===== config.mk =====
export PLATFORM = sky130hd
export DESIGN_NAME = mem_arbiter
export DESIGN_NICKNAME = d
export VERILOG_FILES = /design/src/rtl/mem_arbiter.sv
export SDC_FILE = /design/constraint.sdc
export NUM_CORES = 1
export LEC_CHECK = 0
export BUFFER_PORTS_ARGS = -buffer_cell sky130_fd_sc_hd__buf_2
export CELL_PAD_IN_SITES_DETAIL_PLACEMENT = 1
export CELL_PAD_IN_SITES_GLOBAL_PLACEMENT = 2
export CORE_UTILIZATION = 25
export CTS_BUF_LIST = sky130_fd_sc_hd__clkbuf_4 sky130_fd_sc_hd__clkbuf_8 sky130_fd_sc_hd__clkbuf_16
export DETAILED_ROUTE_END_ITERATION = 16
export PLACE_DENSITY = 0.79
export SLEW_MARGIN = 20
export SYNTH_ARGS = -nofsm -noshare
export SYNTH_HDL_FRONTEND = slang
export SYNTH_SLANG_ARGS = --single-unit
export TNS_END_PERCENT = 20

===== constraint.sdc =====
create_clock -name clk -period 2 [get_ports clk]
set_input_delay 0.1 -clock clk [delete_from_list [all_inputs] [get_ports clk]]
set_output_delay 0.1 -clock clk [all_outputs]
set_load 0.005 [all_outputs]

===== src/rtl/mem_arbiter.sv =====
// Arbitrates one fixed-latency single-port memory between instruction fetch and data access.
// Registered memory port, alternating tie-break, fetch cancel and one-cycle done pulses.
module mem_arbiter #(
    parameter int ADDR_W = 16,
    parameter int DATA_W = 16,
    parameter int LAT    = 4
) (
    input  logic              clk,
    input  logic              rst_n,
    input  logic              if_req,
    input  logic [ADDR_W-1:0] if_addr,
    input  logic              if_cancel,
    output logic [DATA_W-1:0] if_rdata,
    output logic              if_done,
    input  logic              d_req,
    input  logic              d_wr,
    input  logic [ADDR_W-1:0] d_addr,
    input  logic [DATA_W-1:0] d_wdata,
    output logic [DATA_W-1:0] d_rdata,
    output logic              d_done,
    output logic              mem_en,
    output logic              mem_wr,
    output logic [ADDR_W-1:0] mem_addr,
    output logic [DATA_W-1:0] mem_wdata,
    input  logic [DATA_W-1:0] mem_rdata
);

    localparam int CNT_W = (LAT > 1) ? $clog2(LAT) : 1;

    typedef enum logic [1:0] {IDLE, ACC, DONE} state_t;

    state_t           state, state_nxt;
    logic [CNT_W-1:0] cnt;
    logic             owner_d;
    logic             last_d;
    logic             killed;
    logic             if_ok, gnt_d, gnt_if, acc_last;

    // A cancelled fetch never competes; on a tie D wins unless it had the previous grant.
    assign if_ok    = if_req && !if_cancel;
    assign gnt_d    = d_req && !(if_ok && last_d);
    assign gnt_if   = if_ok && !gnt_d;
    assign acc_last = (cnt == '0);

    always_ff @(posedge clk) begin
        if (!rst_n) state <= IDLE;
        else        state <= state_nxt;
    end

    always_comb begin
        state_nxt = state;
        case (state)
            IDLE:    if (gnt_d || gnt_if) state_nxt = ACC;
            ACC:     if (acc_last)        state_nxt = DONE;
            DONE:    state_nxt = IDLE;
            default: state_nxt = IDLE;
        endcase
    end

    always_ff @(posedge clk) begin
        if (!rst_n) begin
            cnt       <= '0;
            owner_d   <= 1'b0;
            last_d    <= 1'b0;
            killed    <= 1'b0;
            mem_en    <= 1'b0;
            mem_wr    <= 1'b0;
            mem_addr  <= '0;
            mem_wdata <= '0;
            if_done   <= 1'b0;
            d_done    <= 1'b0;
            if_rdata  <= '0;
            d_rdata   <= '0;
        end else begin
            if_done <= 1'b0;
            d_done  <= 1'b0;
            case (state)
                IDLE: begin
                    if (gnt_d || gnt_if) begin
                        owner_d  <= gnt_d;
                        last_d   <= gnt_d;
                        mem_en   <= 1'b1;
                        mem_wr   <= gnt_d && d_wr;
                        mem_addr <= gnt_d ? d_addr : if_addr;
                        if (gnt_d) mem_wdata <= d_wdata;
                        cnt      <= CNT_W'(LAT - 1);
                    end
                end
                ACC: begin
                    if (!owner_d && if_cancel) killed <= 1'b1;
                    if (!acc_last) begin
                        cnt <= cnt - 1'b1;
                    end else begin
                        mem_en <= 1'b0;
                        mem_wr <= 1'b0;
                        if (owner_d) begin
                            d_done <= 1'b1;
                            if (!mem_wr) d_rdata <= mem_rdata;
                        end else if (!killed && !if_cancel) begin
                            // a cancel in the final access cycle also kills the fetch
                            if_done  <= 1'b1;
                            if_rdata <= mem_rdata;
                        end
                    end
                end
                DONE:    killed <= 1'b0;
                default: ;
            endcase
        end
    end

endmodule


* Yosys cells after proc, flatten, opt, wreduce, memory -nomap -nowiden *
Cells that the tools add are included.

storage, ports and cells
  ROM bits = 0
  RAM bits = 0
  latch bits = 0
  input port bits = 70
  memories kept = 0
  output and inout port bits = 68
  word-level logic and storage cells = 67
  flip-flop bits (word level) = 74

operators by class
  shifts and indexed selects = 0
  multiply operators = 0
  div/mod/pow operators = 0
  reduce and logical (&&, ||, !) cells = 27
  bitwise logic cells = 5
  mux-type cells = 16
  eq/ne operators = 6
  $lt $le $gt $ge = 0
  add/sub/neg operators = 1

operator list
  kind                   count
  $mux W16               1
  $reduce_and A3 Y1      4
  $mux W2                4
  $ne A2 B2 Y1 const B   4
  $pmux W2 S2            2
  $reduce_and A4 Y1      2
  $logic_and A1 B1 Y1    7
  $mux W1                6
  $pmux W1 S2            3
  $reduce_and A2 Y1      3
  $logic_not A1 Y1       5
  $not A1 Y1             5
  $logic_not A2 Y1       2
  $reduce_bool A2 Y1     2
  $reduce_or A4 Y1       1
  $eq A2 B1 Y1 const B   1
  $eq A2 B2 Y1 const B   1
  $sub A2 B1 Y2 const B  1
  $logic_or A1 B1 Y1     1

* Longest topological paths before layout *
Gate-level depths: netlist of run 1.

  depth after elaboration = 10
  gate-level depth with buffers = 7
  depth with buffers taken out = 6

* Worst setup path after synthesis of run 1 *
Ideal clock, no wire load.

  kind = register to register
  start point = register cnt[0]
  end point = register d_rdata[10]
  buffers on the path = 1
  stages on the path, launching flop included = 8
  path slack = 0.591 ns
  required time = 1.930 ns
  arrival time = 1.339 ns
  library setup time = 0.070 ns
  clock period less this slack = 1.409 ns
  cells stage by stage = dfxtp_1 inv_1 ha_1 nand3b_4 nor3b_2 buf_6 nand2_1 a21oi_1

between the ends
  cells in the longest elaborated chain, start to end = 2

RTL lines
  element                             line  RTL
  start, declared                     33    logic [CNT_W-1:0] cnt;
  start signal, assigned              86    cnt <= CNT_W'(LAT - 1);
  start signal, assigned              92    cnt <= cnt - 1'b1;
  $logic_not A2 Y1                    43    assign acc_last = (cnt == '0);
  $reduce_and A4 Y1 (no source line)  --
  end signal, assigned                98    if (!mem_wr) d_rdata <= mem_rdata;
  end, declared                       19    output logic [DATA_W-1:0] d_rdata,

Every way passes these cells.
A chain may end at the register's enable or synchronous reset.

* Final worst setup path of run 1 *
  start point = register last_d
  end point = register mem_wdata[1]

between the ends
  cells in the longest elaborated chain, start to end = 7

RTL lines
  element                                 line  RTL
  start, declared                         35    logic last_d;
  start signal, assigned                  81    last_d <= gnt_d;
  $logic_and A1 B1 Y1 (*)                 41    assign gnt_d = d_req && !(if_ok && last_d);
  $logic_not A1 Y1 (*)                    41
  $logic_and A1 B1 Y1 (*)                 41
  $logic_not A1 Y1                        42    assign gnt_if = if_ok && !gnt_d;
  $logic_and A1 B1 Y1                     42
  $logic_or A1 B1 Y1                      79    if (gnt_d || gnt_if) begin
  $reduce_and A3 Y1 (no source line) (*)  --
  end signal, assigned                    85    if (gnt_d) mem_wdata <= d_wdata;
  end, declared                           24    output logic [DATA_W-1:0] mem_wdata,

Mark *: on every way between the ends. The rest lies on a longest branch, timed or not.

==> results.yml, run 1 <==
critical_path:
  cp.required_ns: 2.25
  critical_path_depth: 4
  worstPathBufferInverterCount: 0
  r2r.worst_path.cells: 4
  setup.worst_path.class: "reg2reg"
  max_stage_delay_ns: 0.51
  path_max_fanout: 19
  cp-end-kind: "register"
  path_common_cell: "nand2_1"
  cp-start-kind: "register"
  cp_slowest_cell: "nand2_1"
  crit_family: "simple AND/OR/NAND/NOR gates"
  cp_data_arrival_time_ns: 1.82
  worstPathCellList: "nand3b_4 -> nand2_1 -> nand2_1 -> a21oi_1"
yosys:
  yosysWarnings: 0
  synthFlopType: "dfxtp_1"
  async_flop_share_pct: 0
  syn_area_um2: 2880
  synthesis.instances: 330
  synth_cell_type_count: 28
  syn_avg_cell_area_um2: 8.72
  ys_seq_area_share_pct: 51.5
  ys_ff_latch: 74
  synthesis.nets: 401
  synth_edf_count: 0
global_route:
  antenna_found_initial: 1
  grt_usage_pct: 14.6
  grt_pass1_vias: 2801
  grt_overflow: 0
  grt_max_degree: 42
  grt_pass1_wl_mm: 13.4
floorplan:
  rows: 38
  die_height_um: 109
  coreArea_um2: 11000
  dieArea_um2: 11900
  io_pins: 138
  initial_utilization_pct: 26.1
  die_x_um: 109
clock_tree:
  cts_buffer_depth: 2
  htreeDepth: 3
  insertion_delay_ns: 0.33
  cts_buffers: 9
  cts_sinks: 74
  root_buffer: "clkbuf_16"
  cts_tree: "built"
  path_clk_slew_ns: 0.06
layout:
  area_growth_pct: 38.8
  final_core_util_pct: 36.2
  drive_above_1_share_pct: 35.4
  fillers: 1349
  antenna_cells: 0
  nNetsFinal: 535
drt:
  drt-wirelength-per-cell_um: 14.0
  via_count: 2776
  drtAntennaViolNets: 0
  drt-initial-drc-count: 75
  via_per_inst: 4.56
  drc: 0
  firstDrtPassIters: 4
  wl_mm: 8.55
worst_hold_path:
  whs_path_depth: 3
  hold_path.class: "in2reg"
power_and_ir_drop:
  cellPowerDensity_nw_per_um2: 978
  p_leak_nw: 1.95
  peakVddDrop_mv: 0.466
placement:
  place_ws_ns: 0.393
  portBuffers: 137
  place_hpwl_mm: 6.17
  routabilityCongestion: 0.700
job:
  cap_violations: 0
timing:
  maxSlewViolCount: 0
  hold_viol: 0
  finClkSkew_ns: 0.00900
  whs_ns: 0.00803
  setup_tns_ns: 0
  worstMarginPinSlew_ns: 0.585
  worst_slack_ns: 0.437
  clock.fmax_mhz: 640
  maxSlewHeadroom_pct: 60.9
  period_share_pct: 78.1
  grt_setup_unrepaired: "no"
  period_minus_slack_ns: 1.56
  setup_viol: 0
status:
  outcome: "complete, no violations"
## report_power, final
group          total [mW]  switching, mW  internal (mW)
Clock                1.76          0.648           1.11
Sequential           1.64         0.0613           1.58
Combinational       0.506          0.276          0.230
## cell families after synthesis
group / count (synthesis) / synth area share, %
DFF: 74 / 51.5
buffers and inverters: 26 / 5.61
adders and majority gates: 1 / 0.435
AOI/OAI and AO/OA: 105 / 19.9
muxes: 16 / 5.57
and+or+nand+nor: 108 / 17.0
## flip-flops by register name, summed over array words and instances, names as in the netlist
register and count:
mem_en 1, mem_addr 16, d_done 1, cnt 2, d_rdata 16, mem_wdata 16
mem_wr 1, if_done 1, state 2, if_rdata 16, last_d 1, killed 1
## metrics by stage
stage	area [um^2]	cells	total power, mW
2_1_floorplan	2880	330	1.95
3_3_place_gp	3650	591	2.17
3_5_place_dp	3650	591	2.19
4_1_cts	3990	609	3.97
5_1_grt	3990	609	4.11
6_report	3990	609	3.90
## cells in the mapped netlist, types with 2 or more instances
library cell,number,area (um^2)
a21boi_0,16,120
a21oi_1,68,340
and2_1,2,12.5
buf_2,3,15.0
buf_4,2,15.0
buf_6,4,45.0
clkbuf_1,10,37.5
dfxtp_1,74,1480
inv_1,3,11.3
mux2i_1,16,160
nand2_1,69,259
nand3_1,3,15.0
nand3b_4,2,40.0
nor2_1,24,90.1
nor3b_1,2,15.0
nor3b_2,2,25.0
o21ai_0,19,95.1
## cell type report
cell class | instances | area [um^2] | area share (%)
Inverter | 4 | 15.0 | 0.376
Multi-Input combinational cell | 230 | 1230 | 30.9
Tap cell | 140 | 175 | 4.39
Timing Repair Buffer | 145 | 763 | 19.1
Sequential cell | 74 | 1480 | 37.1
Clock inverter | 6 | 91.3 | 2.29
Clock buffer | 10 | 233 | 5.83
## tightest hold or removal path, cell delays in order
cell	delay, ns
buf_2	0.08
nand3_1	0.06
o21ai_0	0.07
## final timing paths
path / slack (ns) / startpoint / end
hold reg to reg: 0.45 / mem_wdata[13]$_SDFFE_PN0P_ / mem_wdata[13]$_SDFFE_PN0P_
setup reg to reg: 0.44 / last_d$_SDFFE_PN0P_ / mem_wdata[1]$_SDFFE_PN0P_
setup / recovery: 0.44 / last_d$_SDFFE_PN0P_ / mem_wdata[1]$_SDFFE_PN0P_
hold / removal: 0.008 / d_wr / mem_wr$_SDFFE_PN0P_
## placed cells by master (no fill, tap or decap), drive strengths merged
master       netlist  final
o21a               1      1
bufinv             0      2
mux2i             16     16
nand3              3      3
nor3b              4      4
buf               10    143
and2               2      2
o21ai             19     19
and3b              1      1
clkbuf            11     10
clkinv             0      4
nor2b              1      1
and3               1      1
ha                 1      1
dlygate4sd3        0      2
dfxtp             74     74
inv                4      4
nor2              24     24
a21oi             68     68
a21boi            16     16
nand3b             3      3
a221oi             1      1
nand2             69     69
## timing repair
| action | 4_1_cts | 5_1_grt |
|---|---|---|
| gates resized for setup | 0 | 0 |
| hold buffers | 2 | 0 |
| buffers inserted | 0 | 0 |
| endpoints found under the hold margin | 2 | 0 |
## per-layer routing
| metal | GRT usage (%) | wire (um) | part of all wire, % |
|---|---|---|---|
| met5 | 0 | 11 | 0.13 |
| met3 | 4.27 | 643 | 7.5 |
| met2 | 23.1 | 3680 | 43 |
| met1 | 18.6 | 4090 | 48 |
| met4 | 6.00 | 125 | 1.5 |
(Power assumes the default switching activity.)
==> inputs of run 2 (changes only) <==
CORE_UTILIZATION = 23   (was 25)
PLACE_DENSITY = 0.76   (was 0.79)
clock period = 1.3 ns   (was 2 ns; I/O delays follow)
==> run 2 against run 1 <==
Combinational power grew 93%. Final cell count grew 10%. Critical path depth grew 3.
==> results.yml, run 2 (same netlist as run 1, synthesis figures left out) <==
status:
  outcome: "complete, no violations"
critical_path:
  path_max_fanout: 12
  r2r_slack_ns: 0.02
  timing.rr.end: "d_rdata[11]$_SDFFE_PN0P_"
  cp-start-kind: "register"
  cp_data_arrival_time_ns: 1.54
  r2r.worst_path.cells: 7
  startpoint: "cnt[0]$_SDFFE_PN0P_"
  regToRegStartpoint: "cnt[0]$_SDFFE_PN0P_"
  setup.worst_path.class: "reg2reg"
  endpoint: "d_rdata[11]$_SDFFE_PN0P_"
  cp-end-kind: "register"
  cp.required_ns: 1.56
timing:
  setup_viol: 0
  worstMarginPinSlew_ns: 0.562
  clock.fmax_mhz: 781
  hold_viol: 0
  finClkSkew_ns: 0.00552
  maxSlewViolCount: 0
  maxSlewHeadroom_pct: 62.1
  grt_setup_unrepaired: "yes"
  period_minus_slack_ns: 1.28
  period_share_pct: 98.4
power_and_ir_drop:
  p_leak_nw: 2.12
  cellPowerDensity_nw_per_um2: 1280
  peakVddDrop_mv: 0.492
placement:
  portBuffers: 137
  place_hpwl_mm: 6.38
  placed_cell_area_um2: 3860
  routabilityCongestion: 0.724
drt:
  firstDrtPassIters: 3
  drt-wirelength-per-cell_um: 13.6
  drt-initial-drc-count: 108
  drc: 0
  wl_mm: 9.12
  via_count: 2929
  drtAntennaViolNets: 0
  via_per_inst: 4.36
layout:
  nNetsFinal: 573
  drive_above_1_share_pct: 37.3
  final_cell_mix: "buf_2, nand2_1, dfxtp_1"
  final_core_util_pct: 36.6
  final_area_um2: 4440
  mostFrequentLayoutCell: "buf_2"
  fillers: 1474
  area_growth_pct: 54.2
  final-seq-area_um2: 1490
  antenna_cells: 0
  multi_input_area_um2: 1280
job:
  cap_violations: 0
global_route:
  grt_pass1_wl_mm: 14.8
  antenna_found_initial: 0
  grt_overflow: 0
  grt_pass1_vias: 3093
  grt_max_degree: 56
  grt_usage_pct: 14.5
clock_tree:
  root_buffer: "clkbuf_16"
  cts_buffer_depth: 2
  path_clk_slew_ns: 0.05
  htreeDepth: 3
  cts_tree: "built"
  cts_buffers: 9
  postCtsSetupBuffers: 0
  cts_sinks: 74
  insertion_delay_ns: 0.32
floorplan:
  die_x_um: 114
  initial_utilization_pct: 23.8
  coreArea_um2: 12100
  io_pins: 138
  dieArea_um2: 13000
  die_height_um: 114
  rows: 40
worst_hold_path:
  hold_path.class: "in2reg"
[run 2: cell types whose count changed in the layout (fill, tap and decap cells not counted), sizes merged]
| cell | delta |
|---|---|
| buf | +11 |
| bufinv | -2 |
| clkinv | -3 |
| dlygate4sd3 | +27 |
| clkbuf | +2 |
[run 2: layer usage]
layer	up-vias	track usage, %	share of wire (%)	wire [um]
li1	1458	-	-	-
met1	1365	17.6	46	4210
met2	99	24.7	47	4250
met3	7	4.36	6.2	566
met4	0	4.68	1.2	106
met5	-	0	0	0
[run 2: stage by stage]
step / hold WS (ns) / setup WS [ns] / setup TNS, ns / cells / total power, mW
after global placement: 0.308 / -0.0108 / -0.0108 / 630 / 3.44
after detailed placement: 0.316 / -0.0563 / -0.707 / 630 / 3.47
final: 0.0118 / 0.0204 / 0 / 672 / 5.68
after floorplan: 0.201 / -0.00368 / -0.0332 / 330 / 3.02
after CTS: 0.000292 / -0.0139 / -0.0281 / 672 / 5.79
after global routing: 0.00714 / -0.0886 / -2.13 / 672 / 6.02
[run 2: report_power, final]
part	internal [mW]	switching (mW)	leakage, nW
sequential	2.43	0.0920	0.606
combinational	0.496	0.479	1.39
clock	1.32	0.863	0.129
total	4.25	1.43	2.12
[run 2: worst min path at each step]
stage / from / to / slack, ns / depth (start not counted)
CTS: mem_rdata[11] / d_rdata[11]$_SDFFE_PN0P_ / 0.0003 / 3
floorplan: mem_rdata[0] / d_rdata[0]$_SDFFE_PN0P_ / 0.20 / 2
detailed placement: d_wdata[5] / mem_wdata[5]$_SDFFE_PN0P_ / 0.32 / 3
global placement: d_wdata[6] / mem_wdata[6]$_SDFFE_PN0P_ / 0.31 / 3
global route: mem_rdata[14] / d_rdata[14]$_SDFFE_PN0P_ / 0.007 / 3
finish: mem_rdata[14] / d_rdata[14]$_SDFFE_PN0P_ / 0.01 / 3
[run 2: cell type report]
cell class	instances	area share, %
sequential	74	33.5
multi-input combinational	230	28.8
timing repair buffer	183	26.8
clock buffer	12	5.58
tap	168	4.74
inverter	4	0.338
clock inverter	1	0.113
[run 2: worst max-delay path, cell delays in order, from the launching register on]
cell      delay, ns
dfxtp_2        0.33
inv_2          0.05
ha_4           0.17
and3b_2        0.22
nand3b_2       0.11
buf_12         0.14
nand2_1        0.07
a21oi_2        0.13
[run 2: repair_timing]
action | 4_1_cts | 5_1_grt
resized for setup | 5 | 5
hold endpoints to repair | 36 | 0
setup endpoints to repair | 36 | 56
pin swaps | 1 | 0
hold buffers | 29 | 0
==> inputs of run 3 (changes only) <==
==> constraint.sdc (replaced) <==
create_clock -name clk -period 1.3 [get_ports clk]
set_input_delay 0 -clock clk [delete_from_list [all_inputs] [get_ports clk]]
set_output_delay 0 -clock clk [all_outputs]
set_load 0.005 [all_outputs]
==> run 3 against run 2 <==
Critical path depth did not move. Clock power about the same. Global-route usage rose by 0.58 points. Flip-flop and latch count is the same. Highest routed layer unchanged. Combinational power increased by 6%. Core utilization up 1.8 points. Maximum frequency hardly changed.
==> results.yml, run 3 (same netlist as run 1, synthesis figures left out) <==
status:
  outcome: "complete, no violations"
drt:
  firstDrtPassIters: 3
  drtAntennaViolNets: 0
  drc: 0
  drt-wirelength-per-cell_um: 13.6
  via_per_inst: 4.34
  via_count: 3010
  drt-initial-drc-count: 109
  wl_mm: 9.42
global_route:
  grt_pass1_vias: 3259
  grt_overflow: 0
  grt_max_degree: 56
  antenna_found_initial: 0
  grt_pass1_wl_mm: 15.4
  grt_usage_pct: 15.1
timing:
  clock.fmax_mhz: 781
  worstMarginPinSlew_ns: 0.562
  period_share_pct: 98.4
  grt_setup_unrepaired: "yes"
  setup_tns_ns: 0
  hold_viol: 0
  period_minus_slack_ns: 1.28
  maxSlewHeadroom_pct: 62.1
  setup_viol: 0
  finClkSkew_ns: 0.00567
  worst_slack_ns: 0.0202
  maxSlewViolCount: 0
  whs_ns: 0.0132
layout:
  antenna_cells: 0
  drive_above_1_share_pct: 36.0
  nNetsFinal: 594
  area_growth_pct: 61.6
  mostFrequentLayoutCell: "buf_2"
  final_cell_mix: "buf_2, nand2_1, dfxtp_1"
critical_path:
  setup.worst_path.class: "reg2reg"
  cp_data_arrival_time_ns: 1.54
  cp-end-kind: "register"
  path_max_fanout: 12
  cp-start-kind: "register"
  cp.required_ns: 1.56
power_and_ir_drop:
  p_leak_nw: 2.21
  cellPowerDensity_nw_per_um2: 1230
  peakVddDrop_mv: 0.495
placement:
  routabilityCongestion: 0.724
  place_ws_ns: -0.0563
  place_hpwl_mm: 6.38
  portBuffers: 137
worst_hold_path:
  hold_path.class: "in2reg"
clock_tree:
  postCtsSetupBuffers: 0
  path_clk_slew_ns: 0.05
  root_buffer: "clkbuf_16"
  htreeDepth: 3
  cts_tree: "built"
  cts_buffer_depth: 2
  cts_sinks: 74
  cts_buffers: 9
  insertion_delay_ns: 0.32
floorplan:
  dieArea_um2: 13000
  rows: 40
  io_pins: 138
  coreArea_um2: 12100
  die_x_um: 114
  initial_utilization_pct: 23.8
  die_height_um: 114
job:
  cap_violations: 0
[run 3: report_power, final]
part | total [mW] | leakage (nW) | internal, mW | switching, mW
combinational | 1.03 | 1.48 | 0.539 | 0.490
clock | 2.18 | 0.129 | 1.32 | 0.863
sequential | 2.53 | 0.606 | 2.43 | 0.0930
total | 5.74 | 2.21 | 4.29 | 1.45
[run 3: per-stage QoR]
| step | util, % | total power, mW | cell area (um^2) | cells |
|---|---|---|---|---|
| floorplan | - | 3.02 | 2900 | 330 |
| global placement | 31.9 | 3.44 | 3860 | 630 |
| detailed placement | 31.9 | 3.47 | 3860 | 630 |
| CTS | 38.2 | 5.83 | 4630 | 693 |
| global route | 38.4 | 6.08 | 4650 | 693 |
| finish | 38.4 | 5.74 | 4650 | 693 |
[run 3: path summary, 6_finish.rpt]
kind	from	endpoint	slack [ns]	cells past startpoint
setup reg to reg	cnt[0]$_SDFFE_PN0P_	d_rdata[11]$_SDFFE_PN0P_	0.02	7
hold reg to reg	mem_wdata[14]$_SDFFE_PN0P_	mem_wdata[14]$_SDFFE_PN0P_	0.46	2
setup / recovery	cnt[0]$_SDFFE_PN0P_	d_rdata[11]$_SDFFE_PN0P_	0.02	7
hold / removal	rst_n	mem_addr[3]$_SDFFE_PN0P_	0.01	3
[run 3: metal layers]
layer	GRT usage (%)	wire length, um	vias up
met5	0	0	-
li1	-	-	1498
met3	4.20	545	7
met1	17.9	4250	1406
met2	26.5	4520	99
met4	4.68	106	0
[run 3: final cells by class]
cell class / instances / area [um^2]
multi-input cells: 230 / 1280
clock buffers: 12 / 248
inverters: 4 / 15.0
repair buffers: 204 / 1400
fillers: 1459 / 7460
flip-flops and latches: 74 / 1490
clock inverters: 1 / 5.00
well taps: 168 / 210
[run 3: what timing repair did]
item | 4_1_cts | 5_1_grt
setup endpoints to repair | 36 | 57
hold endpoints to repair | 66 | 0
pin swaps | 1 | 0
gates resized for setup | 5 | 9
hold buffers | 50 | 0
[run 3: critical path, stage by stage (launching register included)]
cell and delay (ns):
dfxtp_2 0.33, inv_2 0.05, ha_4 0.17, and3b_2 0.22, nand3b_2 0.11, buf_12 0.14
nand2_1 0.07, a21oi_2 0.13
